===== src/rtl/mcu_playlist.sv =====
// Playlist sequencer: pulses in, play/song/reset_play out; one edge per event, song switches hold reset_play for RESET_CYCLES.
// No backpressure: events arriving while busy (SWITCH) are dropped, never queued.
module mcu_playlist #(
  parameter int         NUM_SONGS    = 4,
  parameter int         SONG_W       = 2,
  parameter int         RESET_CYCLES = 1,
  parameter logic [7:0] LFSR_SEED    = 8'hA5
) (
  input  logic              clk,
  input  logic              reset,
  input  logic              play_button,
  input  logic              next,
  input  logic              prev,
  input  logic [1:0]        mode,
  input  logic              song_done,
  output logic              play,
  output logic [SONG_W-1:0] song,
  output logic              reset_play,
  output logic              busy
);

  typedef enum logic [1:0] {PAUSED, PLAYING, SWITCH} state_t;

  localparam logic [SONG_W-1:0] LAST_SONG = SONG_W'(NUM_SONGS - 1);
  localparam logic [3:0]        CNT_LAST  = 4'(RESET_CYCLES - 1);

  state_t            state;
  state_t            resume;
  logic [3:0]        cnt;
  logic [7:0]        lfsr;
  logic              lfsr_fb;
  logic [SONG_W-1:0] song_inc;
  logic [SONG_W-1:0] song_dec;
  logic [SONG_W-1:0] cand;
  logic [SONG_W-1:0] shuffle_pick;
  logic              sw_go;
  logic [SONG_W-1:0] sw_song;
  state_t            sw_resume;

  assign lfsr_fb  = lfsr[7] ^ lfsr[5] ^ lfsr[4] ^ lfsr[3];
  assign song_inc = (song == LAST_SONG) ? '0 : song + SONG_W'(1);
  assign song_dec = (song == '0) ? LAST_SONG : song - SONG_W'(1);
  assign cand     = lfsr[SONG_W-1:0];

  // Out-of-range or same-song candidates fall back to the wrapped successor.
  assign shuffle_pick = (({1'b0, cand} >= (SONG_W+1)'(NUM_SONGS)) || (cand == song))
                        ? song_inc : cand;

  always_comb begin
    sw_go     = 1'b0;
    sw_song   = song;
    sw_resume = state;
    if (next) begin
      sw_go   = 1'b1;
      sw_song = (mode == 2'b11) ? shuffle_pick : song_inc;
    end else if (prev) begin
      sw_go   = 1'b1;
      sw_song = song_dec;
    end else if (song_done && state == PLAYING) begin
      sw_go = 1'b1;
      case (mode)
        2'b00: begin
          sw_song = song_inc;
          if (song == LAST_SONG) sw_resume = PAUSED;
        end
        2'b01:   sw_song = song_inc;
        2'b10:   sw_song = song;
        default: sw_song = shuffle_pick;
      endcase
    end
  end

  always_ff @(posedge clk or negedge reset) begin
    if (!reset) begin
      state      <= SWITCH;
      resume     <= PAUSED;
      cnt        <= 4'd0;
      lfsr       <= LFSR_SEED;
      song       <= '0;
      play       <= 1'b0;
      reset_play <= 1'b1;
      busy       <= 1'b1;
    end else begin
      lfsr <= {lfsr[6:0], lfsr_fb};
      case (state)
        SWITCH: begin
          if (cnt == CNT_LAST) begin
            state      <= resume;
            cnt        <= 4'd0;
            reset_play <= 1'b0;
            busy       <= 1'b0;
            play       <= (resume == PLAYING);
          end else begin
            cnt <= cnt + 4'd1;
          end
        end
        default: begin
          if (sw_go) begin
            state      <= SWITCH;
            song       <= sw_song;
            resume     <= sw_resume;
            cnt        <= 4'd0;
            reset_play <= 1'b1;
            busy       <= 1'b1;
            play       <= 1'b0;
          end else if (play_button) begin
            state <= (state == PLAYING) ? PAUSED : PLAYING;
            play  <= (state != PLAYING);
          end
        end
      endcase
    end
  end

endmodule

===== config.mk =====
export PLATFORM = sky130hd
export DESIGN_NAME = mcu_playlist
export DESIGN_NICKNAME = d
export VERILOG_FILES = /design/src/rtl/mcu_playlist.sv
export SDC_FILE = /design/constraint.sdc
export NUM_CORES = 1
export LEC_CHECK = 0
export ABC_AREA = 0
export BUFFER_PORTS_ARGS = -buffer_cell sky130_fd_sc_hd__buf_2
export CAP_MARGIN = 20
export CORE_ASPECT_RATIO = 1.25
export CORE_MARGIN = 3
export CORE_UTILIZATION = 32
export DETAILED_ROUTE_END_ITERATION = 7
export GPL_TIMING_DRIVEN = 1
export PLACE_DENSITY = 0.56
export REMOVE_ABC_BUFFERS = 1
export SETUP_SLACK_MARGIN = 0.1
export SYNTH_ARGS = -nofsm -noshare
export SYNTH_HDL_FRONTEND = slang
export SYNTH_SLANG_ARGS = --single-unit

===== constraint.sdc =====
create_clock -name clk -period 1.8 [get_ports clk]
set_input_delay 0.36 -clock clk [delete_from_list [all_inputs] [get_ports clk]]
set_output_delay 0.36 -clock clk [all_outputs]
set_load 0.01 [all_outputs]

==> results.ini <==
[layout]
diodes = 0
drive_gt1_frac = 0.336
final_core_util = 0.408
nets = 150
fin_area_sq_mm = 0.00146
area_growth_pct = 19.0

[synthesis]
synth-async-reset-ratio = 1.00
synth_cell_type_count = 54
syn-instance-count = 119
synth-main-ff-cell = dfrtp_1
yosys_warnings = 0
ys_ff_latch = 20
synth_area_sq_mm = 0.00122
avgSynthCellArea_sq_um = 10.3
synth_edf_count = 0
yosysSeqAreaShare = 0.415

[sta]
setup_viol = 0
hold_viol_final = 0
maxSlewHeadroom = 0.703
tns_ps = 0
final_max_slew_viol_count = 0
rsz0062_at_grt = true
finalCritPeriodShare = 0.930
whs_ps = 36.1
fmax_ghz = 0.597
clock_skew_ps = 4.21
layout_min_cycle_time_ps = 1670
setup_slack_ps = 125
tightest_slew_ps = 446

[power]
p_per_area_mw_per_mm2 = 1700
max-vdd-ir-drop_mv = 0.559
p_leak_nw = 0.655

[grt]
grt_first_pass_wirelength_um = 4170
grt.overflow.total = 0
antenna_found_initial = 0
grt_max_degree = 21
grt_pass1_vias = 923
grt_use_total = 0.119

[die]
die_area_sq_mm = 0.00461
die_width_um = 61.3
initial_core_util = 0.343
die_h_um = 75.2
core_sq_mm = 0.00357
io_pins = 13
fp-row-count = 24

[routing]
drcViolationCount = 0
wl_um = 2540
ant_nets = 0
drtIter0Drc = 52
wire_per_inst_um = 14.4
firstDrtPassIters = 4
viasPerCell = 5.43
via_count = 956

[clock_tree]
clock_path_buffers = 2
cts_buffers = 3
path_clk_slew_ps = 80
root_buffer = clkbuf_8
postCtsHoldBufs = 0
cts_max_level = 1
clock-sinks = 20
clk_latency_ps = 260
cts_tree = built

[critical_path]
crit_type = flip-flop to flip-flop
r2r-start = cnt[0]
startpoint_type = flip-flop
required_ps = 1950
cp-endpoint = play
crit_start = cnt[0]
crit_arrival_ps = 1830
ff2ff_path_depth = 5
worstSetupEndpointType = flip-flop
r2r-end = play
rrSetupSlack_ps = 130
worstPathMaxFanout = 4

[place]
io_buffers = 12
place_area_sq_mm = 0.00133
post-place-ws_ps = 114
hpwl_um = 1800
gp_congestion = 0.777

[run_status]
status = completed

[run]
cap_violations = 0

[hold_path]
hold_path_class = input port to async pin

==> per-layer routing <==
metal  vias up  part of all wire  GRT usage
met3         4             0.031     0.0103
li1        475                 -          -
met5         -                 0          0
met2        21              0.47      0.187
met1       456              0.48      0.164
met4         0             0.024     0.0590
==> synthesized netlist by cell type, types with 3 or more instances <==
| cell | count | share of area |
|---|---|---|
| a211oi_1 | 3 | 0.018 |
| a21oi_1 | 7 | 0.029 |
| a22o_1 | 3 | 0.021 |
| a31oi_1 | 3 | 0.015 |
| and3_1 | 3 | 0.015 |
| dfrtp_1 | 14 | 0.29 |
| dfstp_2 | 6 | 0.13 |
| ha_1 | 4 | 0.041 |
| inv_1 | 9 | 0.028 |
| nor2_1 | 8 | 0.025 |
| o21ai_0 | 5 | 0.020 |
==> cells by family after synthesis <==
| kind of cell | count (synthesis) | synth area share |
|---|---|---|
| fa+ha+maj | 4 | 0.0409 |
| xor+xnor | 5 | 0.0419 |
| compound gates | 38 | 0.234 |
| mux | 3 | 0.0296 |
| flops | 20 | 0.415 |
| buf+inv | 14 | 0.0572 |
| simple gates | 35 | 0.182 |
==> registers in the layout, summed over array words and instances (netlist names) <==
signal and count:
busy 1, cnt 4, resume 2, song 2
lfsr 8, state 2, play 1
==> area by class of cell <==
cell class	count	area [sq um]
Clock inverter	1	30.0
Fill cell	343	2120
Clock buffer	3	41.3
Inverter	9	33.8
Tap cell	39	48.8
Multi-Input combinational cell	85	683
Timing Repair Buffer	19	113
Sequential cell	20	508
==> worst min-delay path by stage <==
stage                from      end  depth (start not counted)
floorplan           reset   cnt[0]                          0
global placement    reset   cnt[3]                          1
detailed placement  reset   cnt[3]                          1
CTS                 reset   cnt[0]                          1
global route        reset  lfsr[6]                          1
finish              reset     play                          1
==> worst max-delay path, cell delays in order (launching register included) <==
cell	delay [ps]
dfrtp_1	410
inv_2	90
ha_4	120
or3b_4	400
o221ai_4	230
mux2_4	310
==> cell usage in the layout (no fill, tap or decap), types with 5 or more instances in the layout <==
master	count
buf_4	7
dfrtp_1	14
inv_1	6
buf_2	12
a21oi_1	7
o21ai_0	5
dfstp_2	6
nor2_1	8
==> power by group <==
part	leakage (nW)	switching (mW)	internal [mW]
Sequential	0.249	0.0990	0.582
Clock	0.0357	0.152	0.297
Combinational	0.370	0.690	0.664
Total	0.655	0.941	1.54
==> through the flow <==
stage	cells	power [mW]
global route	176	2.67
global placement	169	1.83
finish	176	2.48
floorplan	114	1.53
CTS	173	2.37
detailed placement	169	1.87
==> repair_timing <==
item                                    4_1_cts  5_1_grt
endpoints found under the setup margin        1        3
pin swaps                                     0        2
buffers inserted                              0        3
resized for setup                             1        6
No activity file was read; power rests on OpenSTA's default activity.
